`config.mk`:
```
export PLATFORM = sky130hd
export DESIGN_NAME = dual_issue_fetch_ctrl_flat
export DESIGN_NICKNAME = d
export VERILOG_FILES = /design/src/rtl/fetch_pkg.sv /design/src/rtl/dual_issue_fetch_ctrl_if.sv /design/src/rtl/pair_hazard_chk.sv /design/src/rtl/dual_issue_fetch_ctrl.sv /design/src/flat_wrapper.sv
export SDC_FILE = /design/constraint.sdc
export NUM_CORES = 1
export LEC_CHECK = 0
export CAP_MARGIN = 20
export CELL_PAD_IN_SITES_DETAIL_PLACEMENT = 0
export CELL_PAD_IN_SITES_GLOBAL_PLACEMENT = 2
export CORE_MARGIN = 10
export CORE_UTILIZATION = 28
export CTS_BUF_LIST = sky130_fd_sc_hd__clkbuf_8
export DETAILED_ROUTE_END_ITERATION = 8
export GPL_TIMING_DRIVEN = 0
export HOLD_SLACK_MARGIN = 0.06
export PLACE_DENSITY = 0.8
export SYNTH_ARGS = -nofsm -noshare
export SYNTH_HDL_FRONTEND = slang
export SYNTH_SLANG_ARGS = --single-unit
export TNS_END_PERCENT = 30
```
`constraint.sdc`:
```
create_clock -name clk -period 3.25 [get_ports clk]
set_input_delay 0.65 -clock clk [delete_from_list [all_inputs] [get_ports clk]]
set_output_delay 0.65 -clock clk [all_outputs]
set_load 0.01 [all_outputs]
```
`src/rtl/fetch_pkg.sv`:
```
// Shared types and field positions for the dual-issue fetch path.
// Also holds the perf-counter saturating increment helper.
package fetch_pkg;

  typedef enum logic [1:0] {
    ST_RUN    = 2'd0,
    ST_BUBBLE = 2'd1,
    ST_HALT   = 2'd2
  } fetch_state_e;

  localparam logic [6:0] OPC_OP_IMM = 7'b0010011;
  localparam logic [6:0] OPC_OP     = 7'b0110011;

  localparam int OPC_LSB = 0;
  localparam int OPC_MSB = 6;
  localparam int RD_LSB  = 7;
  localparam int RD_MSB  = 11;
  localparam int RS1_LSB = 15;
  localparam int RS1_MSB = 19;
  localparam int RS2_LSB = 20;
  localparam int RS2_MSB = 24;

  function automatic logic [15:0] sat_inc16(
    input logic [15:0] v
  );
    return (v == 16'hFFFF) ? v : v + 16'd1;
  endfunction

endpackage

```
`src/rtl/dual_issue_fetch_ctrl_if.sv`:
```
// Fetch-side bundle: instruction memory, redirect and issue slots.
// master = fetch controller, slave = memory/decode environment.
interface dual_issue_fetch_ctrl_if #(
  parameter int ADDR_W = 8
);
  logic [ADDR_W-1:0] inst_address;
  logic [31:0]       instruction1;
  logic [31:0]       instruction2;
  logic              issue_ready;
  logic              redirect_valid;
  logic [ADDR_W-1:0] redirect_pc;
  logic              issue0_valid;
  logic [31:0]       issue0_inst;
  logic [ADDR_W-1:0] issue0_pc;
  logic              issue1_valid;
  logic [31:0]       issue1_inst;
  logic [ADDR_W-1:0] issue1_pc;
  logic              halted;

  modport master (
    output inst_address,
    input  instruction1,
    input  instruction2,
    input  issue_ready,
    input  redirect_valid,
    input  redirect_pc,
    output issue0_valid,
    output issue0_inst,
    output issue0_pc,
    output issue1_valid,
    output issue1_inst,
    output issue1_pc,
    output halted
  );

  modport slave (
    input  inst_address,
    output instruction1,
    output instruction2,
    output issue_ready,
    output redirect_valid,
    output redirect_pc,
    input  issue0_valid,
    input  issue0_inst,
    input  issue0_pc,
    input  issue1_valid,
    input  issue1_inst,
    input  issue1_pc,
    input  halted
  );
endinterface

```
`src/rtl/pair_hazard_chk.sv`:
```
// Intra-pair dependency check: does inst2 touch the register inst1 writes?
// Purely combinational.
module pair_hazard_chk
  import fetch_pkg::*;
(
  input  logic [31:0] inst1_i,
  input  logic [31:0] inst2_i,
  output logic        dep_o
);

  logic [4:0] rd1;
  logic [4:0] rd2;
  logic [4:0] rs1_2;
  logic [4:0] rs2_2;
  logic [6:0] opc2;
  logic       uses_rs2;

  assign rd1   = inst1_i[RD_MSB:RD_LSB];
  assign rd2   = inst2_i[RD_MSB:RD_LSB];
  assign rs1_2 = inst2_i[RS1_MSB:RS1_LSB];
  assign rs2_2 = inst2_i[RS2_MSB:RS2_LSB];
  assign opc2  = inst2_i[OPC_MSB:OPC_LSB];

  // Unknown opcodes are assumed to read both sources.
  always_comb begin
    uses_rs2 = 1'b1;
    unique case (1'b1)
      (opc2 == OPC_OP_IMM): uses_rs2 = 1'b0;
      (opc2 == OPC_OP):     uses_rs2 = 1'b1;
      default:              uses_rs2 = 1'b1;
    endcase
  end

  assign dep_o = (rd1 != 5'd0) &&
                 ((rs1_2 == rd1) ||
                  (uses_rs2 && (rs2_2 == rd1)) ||
                  (rd2 == rd1));

endmodule

```
`src/rtl/dual_issue_fetch_ctrl.sv`:
```
// Dual-issue fetch sequencer: PC, pair issue, redirect and halt.
// Define DIF_PERF_CNT_EN to add dual/single/stall counters.
module dual_issue_fetch_ctrl
  import fetch_pkg::*;
#(
  parameter int ADDR_W     = 8,
  parameter int PROG_BYTES = 116
) (
  input  logic clk,
  input  logic rst_n,
  dual_issue_fetch_ctrl_if.master bus
`ifdef DIF_PERF_CNT_EN
  ,
  output logic [15:0] dual_cnt,
  output logic [15:0] single_cnt,
  output logic [15:0] stall_cnt
`endif
);

  localparam int            AW1    = ADDR_W + 1;
  localparam logic [AW1-1:0] END_PC = AW1'(PROG_BYTES);

  fetch_state_e      state_q;
  logic [ADDR_W-1:0] pc_q;
  logic              v0_q;
  logic [31:0]       i0_q;
  logic [ADDR_W-1:0] p0_q;
  logic              v1_q;
  logic [31:0]       i1_q;
  logic [ADDR_W-1:0] p1_q;
  logic              halted_q;

  logic              dep;
  logic              at_end;
  logic              tail;
  logic              dual_ok;
  logic              run_go;
  logic [ADDR_W-1:0] pc4;
  logic [ADDR_W-1:0] pc8;

  pair_hazard_chk u_hz (
    .inst1_i (bus.instruction1),
    .inst2_i (bus.instruction2),
    .dep_o   (dep)
  );

  assign pc4     = pc_q + ADDR_W'(4);
  assign pc8     = pc_q + ADDR_W'(8);
  assign at_end  = {1'b0, pc_q} >= END_PC;
  assign tail    = ({1'b0, pc_q} + AW1'(4)) >= END_PC;
  assign dual_ok = !dep && !tail;
  assign run_go  = (state_q == ST_RUN) &&
                   bus.issue_ready &&
                   !bus.redirect_valid;

  always_ff @(posedge clk or negedge rst_n) begin
    if (!rst_n) begin
      state_q  <= ST_RUN;
      pc_q     <= '0;
      v0_q     <= 1'b0;
      i0_q     <= '0;
      p0_q     <= '0;
      v1_q     <= 1'b0;
      i1_q     <= '0;
      p1_q     <= '0;
      halted_q <= 1'b0;
    end else if (bus.redirect_valid) begin
      pc_q     <= {bus.redirect_pc[ADDR_W-1:2], 2'b00};
      v0_q     <= 1'b0;
      v1_q     <= 1'b0;
      state_q  <= ST_BUBBLE;
      halted_q <= 1'b0;
    end else begin
      unique case (state_q)
        ST_BUBBLE: state_q <= ST_RUN;
        ST_HALT:   state_q <= ST_HALT;
        ST_RUN: begin
          if (bus.issue_ready) begin
            if (at_end) begin
              v0_q     <= 1'b0;
              v1_q     <= 1'b0;
              state_q  <= ST_HALT;
              halted_q <= 1'b1;
            end else begin
              v0_q <= 1'b1;
              i0_q <= bus.instruction1;
              p0_q <= pc_q;
              // A tail single issue lands pc on the end; HALT follows.
              if (dual_ok) begin
                v1_q <= 1'b1;
                i1_q <= bus.instruction2;
                p1_q <= pc4;
                pc_q <= pc8;
              end else begin
                v1_q <= 1'b0;
                pc_q <= pc4;
              end
            end
          end
        end
        default: state_q <= ST_RUN;
      endcase
    end
  end

  assign bus.inst_address = pc_q;
  assign bus.issue0_valid = v0_q;
  assign bus.issue0_inst  = i0_q;
  assign bus.issue0_pc    = p0_q;
  assign bus.issue1_valid = v1_q;
  assign bus.issue1_inst  = i1_q;
  assign bus.issue1_pc    = p1_q;
  assign bus.halted       = halted_q;

`ifdef DIF_PERF_CNT_EN
  logic [15:0] dual_q;
  logic [15:0] single_q;
  logic [15:0] stall_q;

  always_ff @(posedge clk or negedge rst_n) begin
    if (!rst_n) begin
      dual_q   <= '0;
      single_q <= '0;
      stall_q  <= '0;
    end else begin
      if (run_go && !at_end) begin
        if (dual_ok) dual_q <= sat_inc16(dual_q);
        else         single_q <= sat_inc16(single_q);
      end
      if ((state_q == ST_RUN) &&
          !bus.issue_ready &&
          !bus.redirect_valid)
        stall_q <= sat_inc16(stall_q);
    end
  end

  assign dual_cnt   = dual_q;
  assign single_cnt = single_q;
  assign stall_cnt  = stall_q;
`else
  logic unused_run_go;
  assign unused_run_go = run_go;
`endif

endmodule

```
`src/flat_wrapper.sv`:
```
// flat-port wrapper written by rule: the top's interface ports become plain ports
module dual_issue_fetch_ctrl_flat import fetch_pkg::*;
#(
  parameter int ADDR_W     = 8,
  parameter int PROG_BYTES = 116
)
  (clk, rst_n, bus_inst_address, bus_instruction1, bus_instruction2, bus_issue_ready, bus_redirect_valid, bus_redirect_pc, bus_issue0_valid, bus_issue0_inst, bus_issue0_pc, bus_issue1_valid, bus_issue1_inst, bus_issue1_pc, bus_halted);
  dual_issue_fetch_ctrl_if #(.ADDR_W(ADDR_W)) bus_i ();
  input  logic clk;
  input  logic rst_n;
  output wire logic [$bits(bus_i.inst_address)-1:0] bus_inst_address;
  input wire logic [$bits(bus_i.instruction1)-1:0] bus_instruction1;
  input wire logic [$bits(bus_i.instruction2)-1:0] bus_instruction2;
  input wire logic [$bits(bus_i.issue_ready)-1:0] bus_issue_ready;
  input wire logic [$bits(bus_i.redirect_valid)-1:0] bus_redirect_valid;
  input wire logic [$bits(bus_i.redirect_pc)-1:0] bus_redirect_pc;
  output wire logic [$bits(bus_i.issue0_valid)-1:0] bus_issue0_valid;
  output wire logic [$bits(bus_i.issue0_inst)-1:0] bus_issue0_inst;
  output wire logic [$bits(bus_i.issue0_pc)-1:0] bus_issue0_pc;
  output wire logic [$bits(bus_i.issue1_valid)-1:0] bus_issue1_valid;
  output wire logic [$bits(bus_i.issue1_inst)-1:0] bus_issue1_inst;
  output wire logic [$bits(bus_i.issue1_pc)-1:0] bus_issue1_pc;
  output wire logic [$bits(bus_i.halted)-1:0] bus_halted;
  assign bus_inst_address = bus_i.inst_address;
  assign bus_i.instruction1 = bus_instruction1;
  assign bus_i.instruction2 = bus_instruction2;
  assign bus_i.issue_ready = bus_issue_ready;
  assign bus_i.redirect_valid = bus_redirect_valid;
  assign bus_i.redirect_pc = bus_redirect_pc;
  assign bus_issue0_valid = bus_i.issue0_valid;
  assign bus_issue0_inst = bus_i.issue0_inst;
  assign bus_issue0_pc = bus_i.issue0_pc;
  assign bus_issue1_valid = bus_i.issue1_valid;
  assign bus_issue1_inst = bus_i.issue1_inst;
  assign bus_issue1_pc = bus_i.issue1_pc;
  assign bus_halted = bus_i.halted;
  dual_issue_fetch_ctrl #(.ADDR_W(ADDR_W), .PROG_BYTES(PROG_BYTES)) u_core (.clk(clk), .rst_n(rst_n), .bus(bus_i));
endmodule
```
### Word level (Yosys, flattened, before mapping)

Cells that the tools add are included.

* register bits: 93
* bits of input ports: 76
* output and inout bits: 91
* word-level logic and storage cells: 65

* add/sub/neg operators: 3
* $lt $le $gt $ge: 2
* equal/unequal tests: 8
* multiplexer cells: 23
* bitwise operators: 2
* reduce and logical (&&, ||, !) cells: 18

Operators by type and width (count)
* $mux 8: 5
* $eq 5x5->1: 3
* $mux 1: 14
* $add 8x3->9 const B: 1
* $ge 9x7->1 const B: 1
* $add 8x3->8 const B: 1
* $add 8x4->8 const B: 1
* $ge 8x7->1 const B: 1
* $eq 7x5->1 const B: 1
* $mux 2: 3
* $reduce_and 3->1: 2
* $reduce_bool 2->1: 3
* $reduce_and 5->1: 1
* $reduce_bool 5->1: 1
* $pmux 2 s2: 1
* $reduce_and 2->1: 2
* $reduce_and 4->1: 1
* $logic_and 1x1->1: 3
* $ne 3x2->1 const B: 1
* $ne 3x3->1 const B: 1
* $eq 2x2->1 const B: 1
* $logic_not 1->1: 2
* $logic_not 2->1: 1
* $logic_or 1x1->1: 2
* other kinds (2): 3

### Logic depth before layout (Yosys ltp)

Gate-level depths: netlist of the first run.

* depth in word-level cells: 13
* gate-level depth with buffers: 10

### Modules after synthesis

From an unflattened synthesis of the first run, not the netlist that was laid out.

* cells, all modules: 289
* area total of the unflattened synthesis: 3876.2 um^2

Modules (own cells, without submodules)
* dual_issue_fetch_ctrl: instances 1, cells an instance 263, area each 3678.5 um^2, seq. area each 2177.1 um^2
* pair_hazard_chk: instances 1, cells an instance 26, area each 197.7 um^2, seq. area each 0.0 um^2

### Least setup slack after synthesis of the first run

OpenSTA, ideal clock, no wires.

* kind: reg-to-reg
* start point: reg u_core.pc_q[2], in the netlist u_core.bus.inst_address[2]
* end point: reg u_core.pc_q[4], in the netlist u_core.bus.inst_address[4]
* library setup time: 0.094 ns
* arrival: 2.414 ns
* required time: 3.156 ns
* slack: 0.742 ns
* cell stages (with the launch flop): 10
* cell sequence: dfrtp_1 > buf_2 > inv_1 > ha_1 > nor3b_1 > o32ai_1 > a32oi_1 > o211ai_2 > mux2_4 > a221oi_2

* longest elaborated chain between the ends: 9
* elaborated cells on any way between the ends: 14
* those cells by class: add/sub (3); order compare (2); eq/ne (1); mux (5); reduce/logical (3)

Ends and longest elaborated chain
* start, declared: line dual_issue_fetch_ctrl.sv:24 `logic [ADDR_W-1:0] pc_q;`
* start signal, assigned: line dual_issue_fetch_ctrl.sv:68 `pc_q <= {bus.redirect_pc[ADDR_W-1:2], 2'b00};`
* start signal, assigned: line dual_issue_fetch_ctrl.sv:93 `pc_q <= pc8;`
* start signal, assigned: line dual_issue_fetch_ctrl.sv:96 `pc_q <= pc4;`
* $add 8x3->9: line dual_issue_fetch_ctrl.sv:50 `assign tail = ({1'b0, pc_q} + AW1'(4)) >= END_PC;`
* $ge 9x7->1: line dual_issue_fetch_ctrl.sv:50
* $logic_not 1->1: line dual_issue_fetch_ctrl.sv:51 `assign dual_ok = !dep && !tail;`
* $logic_and 1x1->1: line dual_issue_fetch_ctrl.sv:51
* $mux 8: line dual_issue_fetch_ctrl.sv:89 `if (dual_ok) begin`
* $mux 8: line dual_issue_fetch_ctrl.sv:79 `if (at_end) begin`
* $mux 8: line dual_issue_fetch_ctrl.sv:78 `if (bus.issue_ready) begin`
* $mux 8: line dual_issue_fetch_ctrl.sv:74 `unique case (state_q)`
* $mux 8: line dual_issue_fetch_ctrl.sv:67 `end else if (bus.redirect_valid) begin`

Several ways; a longest one is shown, not always the timed one. The select of a mux whose other input is x is not followed.
A chain may end at the register's enable or synchronous reset.

### Final worst setup path of the first run

* start point: in bus_issue_ready
* end point: reg u_core.i1_q[14], in the netlist u_core.bus.issue1_inst[14]

* longest elaborated chain between the ends: 1

Ends and longest elaborated chain
* start, declared: line flat_wrapper.sv:14 `input wire logic [$bits(bus_i.issue_ready)-1:0] bus_issue_ready;`
* $reduce_and 5->1 (no line)
* end signal, assigned: line dual_issue_fetch_ctrl.sv:91 `i1_q <= bus.instruction2;`
* end, declared: line dual_issue_fetch_ctrl.sv:29 `logic [31:0] i1_q;`

Every way passes these cells.

==> metrics, run 1 <==
Routed met1 length 4740 um; flip-flop cell with the highest count after synthesis dfrtp_1; GR Util All Layers 0.122; Tightest Hold Check Type in2async; clk buf depth 2; number of top-level design ports 167; run status complete, no violations; clock tree from TritonCTS done; initial antenna violation count 0; area growth from synthesis to final layout 51.9%; Detail Placement HPWL 8950 um; Setup Crit Path Kind in2reg; kind of end point of the critical path flop; number of max-capacitance violations reported 0; cell area after technology mapping 3910 sq um; startpoint types input pin; post-synthesis cell type with the largest combined area dfrtp_1; transition time of the tightest slew-check pin 0.655 ns; Hold Vio Cnt, Final 0; Peak VDD IR 0.000360 V; total clock buffers created by CTS 9; count of synthesis-stage warnings from yosys 0; Clk Tree Root Cell clkbuf_8; portion of the clock cycle consumed by the worst path in the final layout 0.893; Die Width 138 um; Ant. Diodes 0; starting DRC count in detailed routing 136; net load switching power 1.33 mW; count of unique library cells instantiated by Yosys 48; post-CTS setup buffer count 0; worst endpoint data arrival time 3.14 ns; minimum clock period after layout 2.90 ns; number of global-route vias before repair 3252; Crit Path Max Fanout 10; amount of wire on met3 after detailed routing 966 um; EDFF count, synth 0; share of power burned in registers 0.399; Congestion Overflow GR 0; Max transition margin 0.564; wirelength, routed 11500 um; total iterations of the first detailed-routing run 4; maximum number of pins on one net before global-route repair 51; count of buffers from port buffering 157; total of fill cells in the finished design 1329; DRC violations left 0; clock latency on the worst-skew pair 0.35 ns; Sequential cell area 2180 sq um; area share of the largest cell type after synthesis 0.557; gp weighted congestion 0.768; unrepaired setup endpoints after global routing no; level count of the clock H-tree 3; highest metal layer used by the detailed router met4; setup_tns 0 ns; cell leakage power 2.52 nW; data required time of the worst path 3.48 ns; final setup fails 0; clock network power share 0.169; total number of vias 2874; area taken by multi-input logic gates 1620 sq um; top cells by instance count after synthesis dfrtp_1, mux2_2, mux2_1; register clock-pin slew on the reported worst setup and hold paths 0.08 ns; P_int 2.98 mW; count of state elements after synthesis 87; fraction of registers with async set/reset 1.00; top-count cell post-synth dfrtp_1; Max Fclk 344 MHz; CTS sink count 87; height of the die 138 um; number of nets still failing antenna checks after routing 0; number of placement rows 43; leading cell types by total area after synthesis dfrtp_1, mux2_2, mux2_1, xor2_1, xnor2_1; net total in the final layout 546; layout cells sized above 1 0.171; Post-Synthesis Cells 291; detailed-route vias per instance 4.44; Detail Route met2 WL 5590 um; fraction of power consumed by combinational cells 0.432; Final Instance Count excl. Fillers 648; first-pass GRT wire length 18600 um; full die area 19100 sq um; fraction of power spent switching nets 0.309; average cell area after synthesis 13.4 sq um; final slew viol count 0; initial core utilization 0.284; proportion of synthesized chip area in sequential cells 0.557; Std-Cell Core Area 13800 sq um; DR WL/cell 17.7 um; worst clock skew 0.00606 ns; placed cell count 634; power density normalized to cell area 724 nW/um^2
## per-layer routing
metal | global-route usage | up-vias
met2 | 0.194 | 91
met4 | 0.0455 | 0
li1 | - | 1357
met3 | 0.0521 | 12
met1 | 0.142 | 1414
met5 | 0 | -
## layout by cell type (no fill, tap or decap), drive strengths merged, types with 2 or more instances in the layout
cell type and count:
clkdlybuf4s50 156, dfrtp 87, mux2 71, clkbuf 19
buf 16, nor2 11, xor2 10, inv 9
xnor2 9, o21ai 8, nor3 6, nand2 6
conb 6, nand3 5, a21oi 5, ha 5
o21a 3, mux2i 3, a32oi 3, o211ai 3
and3 2, a2bb2oi 2, nor2b 2, nand2b 2
a22oi 2, and2 2, or3 2, nor3b 2
a221oi 2
## final cells by class
class	count	area share
timing repair buffer	158	0.269
multi-input combinational	181	0.273
clock inverter	1	0.000632
clock buffer	13	0.0301
inverter	8	0.00505
sequential	87	0.366
tap	180	0.0379
buffer	20	0.0179
## state kept, by name, summed over array words and instances (netlist names)
| name | flops |
|---|---|
| u_core.bus.issue0_inst | 32 |
| u_core.bus.issue1_inst | 32 |
| u_core.bus.issue1_valid | 1 |
| u_core.bus.issue0_valid | 1 |
| u_core.bus.halted | 1 |
| u_core.bus.issue1_pc | 6 |
| u_core.state_q | 2 |
| u_core.bus.inst_address | 6 |
| u_core.bus.issue0_pc | 6 |
## critical path: stages
cell and delay, ns:
clkdlybuf4s50_1 0.47, nor3b_2 0.34, o211ai_1 0.27, nor2_2 0.48, o2111ai_4 0.30, buf_2 0.29, mux2_1 0.34
## per-stage QoR
step | utilization | hold slack, ns | total power, mW | setup slack [ns] | instance area (sq um)
floorplan | - | 0.354 | 2.45 | 0.742 | 3930
global placement | 0.416 | 0.448 | 3.60 | -1.85 | 5730
detailed placement | 0.418 | 0.452 | 3.64 | -0.129 | 5750
CTS | 0.431 | 0.258 | 4.40 | 0.116 | 5930
global route | 0.431 | 0.278 | 4.61 | 0.0427 | 5940
finish | 0.431 | 0.264 | 4.30 | 0.347 | 5940
## worst paths after layout
kind                                                   startpoint                                endpoint  slack (ns)  depth (start not counted)
hold reg to reg                     u_core.state_q[0]$_DFFE_PN0P_           u_core.state_q[1]$_DFFE_PN0P_        0.47                          1
hold / removal                                              rst_n   u_core.bus.issue0_inst[5]$_DFFE_PN0P_        0.26                          1
setup / recovery                                  bus_issue_ready  u_core.bus.issue1_inst[14]$_DFFE_PN0P_        0.35                          7
setup reg to reg           u_core.bus.inst_address[2]$_DFFE_PN0P_  u_core.bus.issue1_inst[14]$_DFFE_PN0P_        0.35                          9
min in group clk                    u_core.state_q[0]$_DFFE_PN0P_           u_core.state_q[1]$_DFFE_PN0P_        0.47                          1
max in group asynchronous                                   rst_n   u_core.bus.issue1_inst[4]$_DFFE_PN0P_        2.35                          2
## timing repair
action	CTS	global route
endpoints found under the hold margin	0	0
hold buffers	0	0
resized for setup	0	1
endpoints found under the setup margin	0	19
## power groups by stage
stage | logic (mW) | clock network [mW] | registers, mW
floorplan | 0.522 | 0 | 1.93
global placement | 1.88 | 0 | 1.72
detailed placement | 1.90 | 0 | 1.74
CTS | 1.90 | 0.771 | 1.73
global route | 2.01 | 0.817 | 1.78
finish | 1.86 | 0.727 | 1.72
## logic make-up after synthesis
family                     count (synthesis)  synth area share
AOI/OAI and AO/OA                         33            0.0694
other                                      1          0.000959
muxes                                     74             0.213
adders and majority gates                  5            0.0160
xor gates and xnor gates                  19            0.0425
and+or+nand+nor                           44            0.0665
DFF                                       87             0.557
buffers and inverters                     28            0.0349
No activity file was read; power rests on OpenSTA's default activity.
==> inputs of run 2 (changes only) <==
--- a/config.mk
+++ b/config.mk
@@ -14,7 +14,7 @@
 export DETAILED_ROUTE_END_ITERATION = 8
 export GPL_TIMING_DRIVEN = 0
 export HOLD_SLACK_MARGIN = 0.06
-export PLACE_DENSITY = 0.8
+export PLACE_DENSITY_LB_ADDON = 0.3
 export SYNTH_ARGS = -nofsm -noshare
 export SYNTH_HDL_FRONTEND = slang
 export SYNTH_SLANG_ARGS = --single-unit
==> run 2 against run 1 <==
  * Clock-buffer cell count decreased by 3
  * Fmax decreased by 1.1%
  * Cell count increased by 0.31%
  * Setup slack got worse by 0.031 ns
  * Global-route usage about the same
  * Utilization decreased by 0.11 points
  * Largest cell class unchanged
  * Highest routed layer unchanged
==> metrics, run 2 (same netlist as run 1, synthesis figures left out) <==
total clock buffers created by CTS 9; data required time of the worst path 3.49 ns; full die area 19100 sq um; portion of the clock cycle consumed by the worst path in the final layout 0.903; GR Util All Layers 0.122; transition time of the tightest slew-check pin 0.700 ns; top library cells by usage in the layout, fill and taps aside clkdlybuf4s50_1, dfrtp_1, mux2_2; placed cell count 634; minimum clock period after layout 2.93 ns; post-CTS setup buffer count 0; Detail Placement HPWL 9010 um; fraction of power consumed by combinational cells 0.437; clock network power share 0.159; register clock-pin slew on the reported worst setup and hold paths 0.09 ns; Congestion Overflow GR 0; wirelength, routed 11500 um; number of max-capacitance violations reported 0; starting DRC count in detailed routing 102; worst endpoint data arrival time 3.18 ns; number of placement rows 43; count of buffers from port buffering 157; number of buffers added to fix hold violations after cts 0; run status complete, no violations; R2R setup slack 0.32 ns; DRC violations left 0; most frequent standard cell in the layout excluding fill and tap cells clkdlybuf4s50_1; unrepaired setup endpoints after global routing no; total iterations of the first detailed-routing run 4; net total in the final layout 546; worst clock skew 0.00893 ns; Tightest Hold Check Type in2async; maximum number of pins on one net before global-route repair 54; Worst Reg2Reg Path Length in Cells 9; gp weighted congestion 0.769; Max transition margin 0.533; share of power burned in registers 0.404; final slew viol count 0; Resized Gates After CTS 0; final setup fails 0; Peak VDD IR 0.000363 V; detailed-route vias per instance 4.36; number of global-route vias before repair 3211; setup_tns 0 ns; kind of end point of the critical path flop; P_int 2.91 mW; initial core utilization 0.284; Ant. Diodes 0; cell leakage power 2.52 nW; CTS sink count 87; clk buf depth 2; net load switching power 1.34 mW; area growth from synthesis to final layout 51.5%; number of top-level design ports 167; Overall Power 4.25 mW; Crit Path Max Fanout 10; clock latency on the worst-skew pair 0.36 ns; Hold Vio Cnt, Final 0; number of nets still failing antenna checks after routing 0; height of the die 138 um; endpoint of the worst-slack reg-to-reg timing path u_core.bus.issue1_inst[5]$_DFFE_PN0P_; Setup Crit Path Kind reg2reg; startpoint types flop; Clk Tree Root Cell clkbuf_8; initial antenna violation count 0; clock tree from TritonCTS done; DR WL/cell 17.7 um; Std-Cell Core Area 13800 sq um; Die Width 138 um; level count of the clock H-tree 3; FF-to-FF Start u_core.bus.inst_address[2]$_DFFE_PN0P_; Max Fclk 341 MHz; Final Instance Count excl. Fillers 650; fraction of power spent switching nets 0.315; power density normalized to cell area 718 nW/um^2; layout cells sized above 1 0.170; first-pass GRT wire length 18600 um; total number of vias 2837
run 2: layout make-up:
cell class	instances	area (sq um)
fillers	1360	7850
flip-flops and latches	87	2180
multi-input cells	181	1620
repair buffers	158	1600
well taps	180	225
clock buffers	10	138
plain buffers	20	106
clock inverters	6	30.0
inverters	8	30.0
run 2: critical path: stages (launching register included):
cell	delay [ns]
dfrtp_1	0.43
buf_2	0.20
inv_1	0.14
ha_1	0.16
nor2b_1	0.21
o211ai_1	0.23
nor2_2	0.50
o2111ai_4	0.30
buf_2	0.29
mux2_1	0.34
run 2: stage by stage:
step                      hold slack (ns)  instance area [sq um]   util  setup slack, ns
after floorplan                     0.354                   3930      -            0.742
after global placement              0.447                   5730  0.416            -1.87
after detailed placement            0.458                   5750  0.418           -0.105
after CTS                           0.238                   5920  0.430            0.138
after global routing                0.257                   5930  0.430           0.0676
final                               0.239                   5930  0.430            0.316
run 2: per-layer routing:
layer	GRT usage	wire (um)
met5	0	0
met4	0.0511	196
met3	0.0541	1050
met2	0.192	5470
met1	0.141	4760
run 2: power groups by stage:
stage	combinational [mW]	sequential [mW]	clock [mW]
2_1_floorplan	0.522	1.93	0
3_5_place_dp	1.90	1.75	0
6_report	1.86	1.72	0.675
3_3_place_gp	1.89	1.72	0
5_1_grt	2.01	1.78	0.767
4_1_cts	1.91	1.73	0.713
run 2: how the worst max path moves through the flow:
stage,start,to,slack [ns],cells past startpoint
final,u_core.bus.inst_address[2]$_DFFE_PN0P_,u_core.bus.issue1_inst[5]$_DFFE_PN0P_,0.32,9
after global routing,u_core.bus.inst_address[2]$_DFFE_PN0P_,u_core.bus.issue1_inst[8]$_DFFE_PN0P_,0.07,9
after CTS,u_core.bus.inst_address[2]$_DFFE_PN0P_,u_core.bus.issue1_inst[5]$_DFFE_PN0P_,0.14,9
after detailed placement,bus_issue_ready,u_core.bus.issue1_inst[5]$_DFFE_PN0P_,-0.10,7
after global placement,rst_n,u_core.bus.issue0_inst[15]$_DFFE_PN0P_,-1.87,1
after floorplan,u_core.bus.inst_address[2]$_DFFE_PN0P_,u_core.bus.inst_address[4]$_DFFE_PN0P_,0.74,9
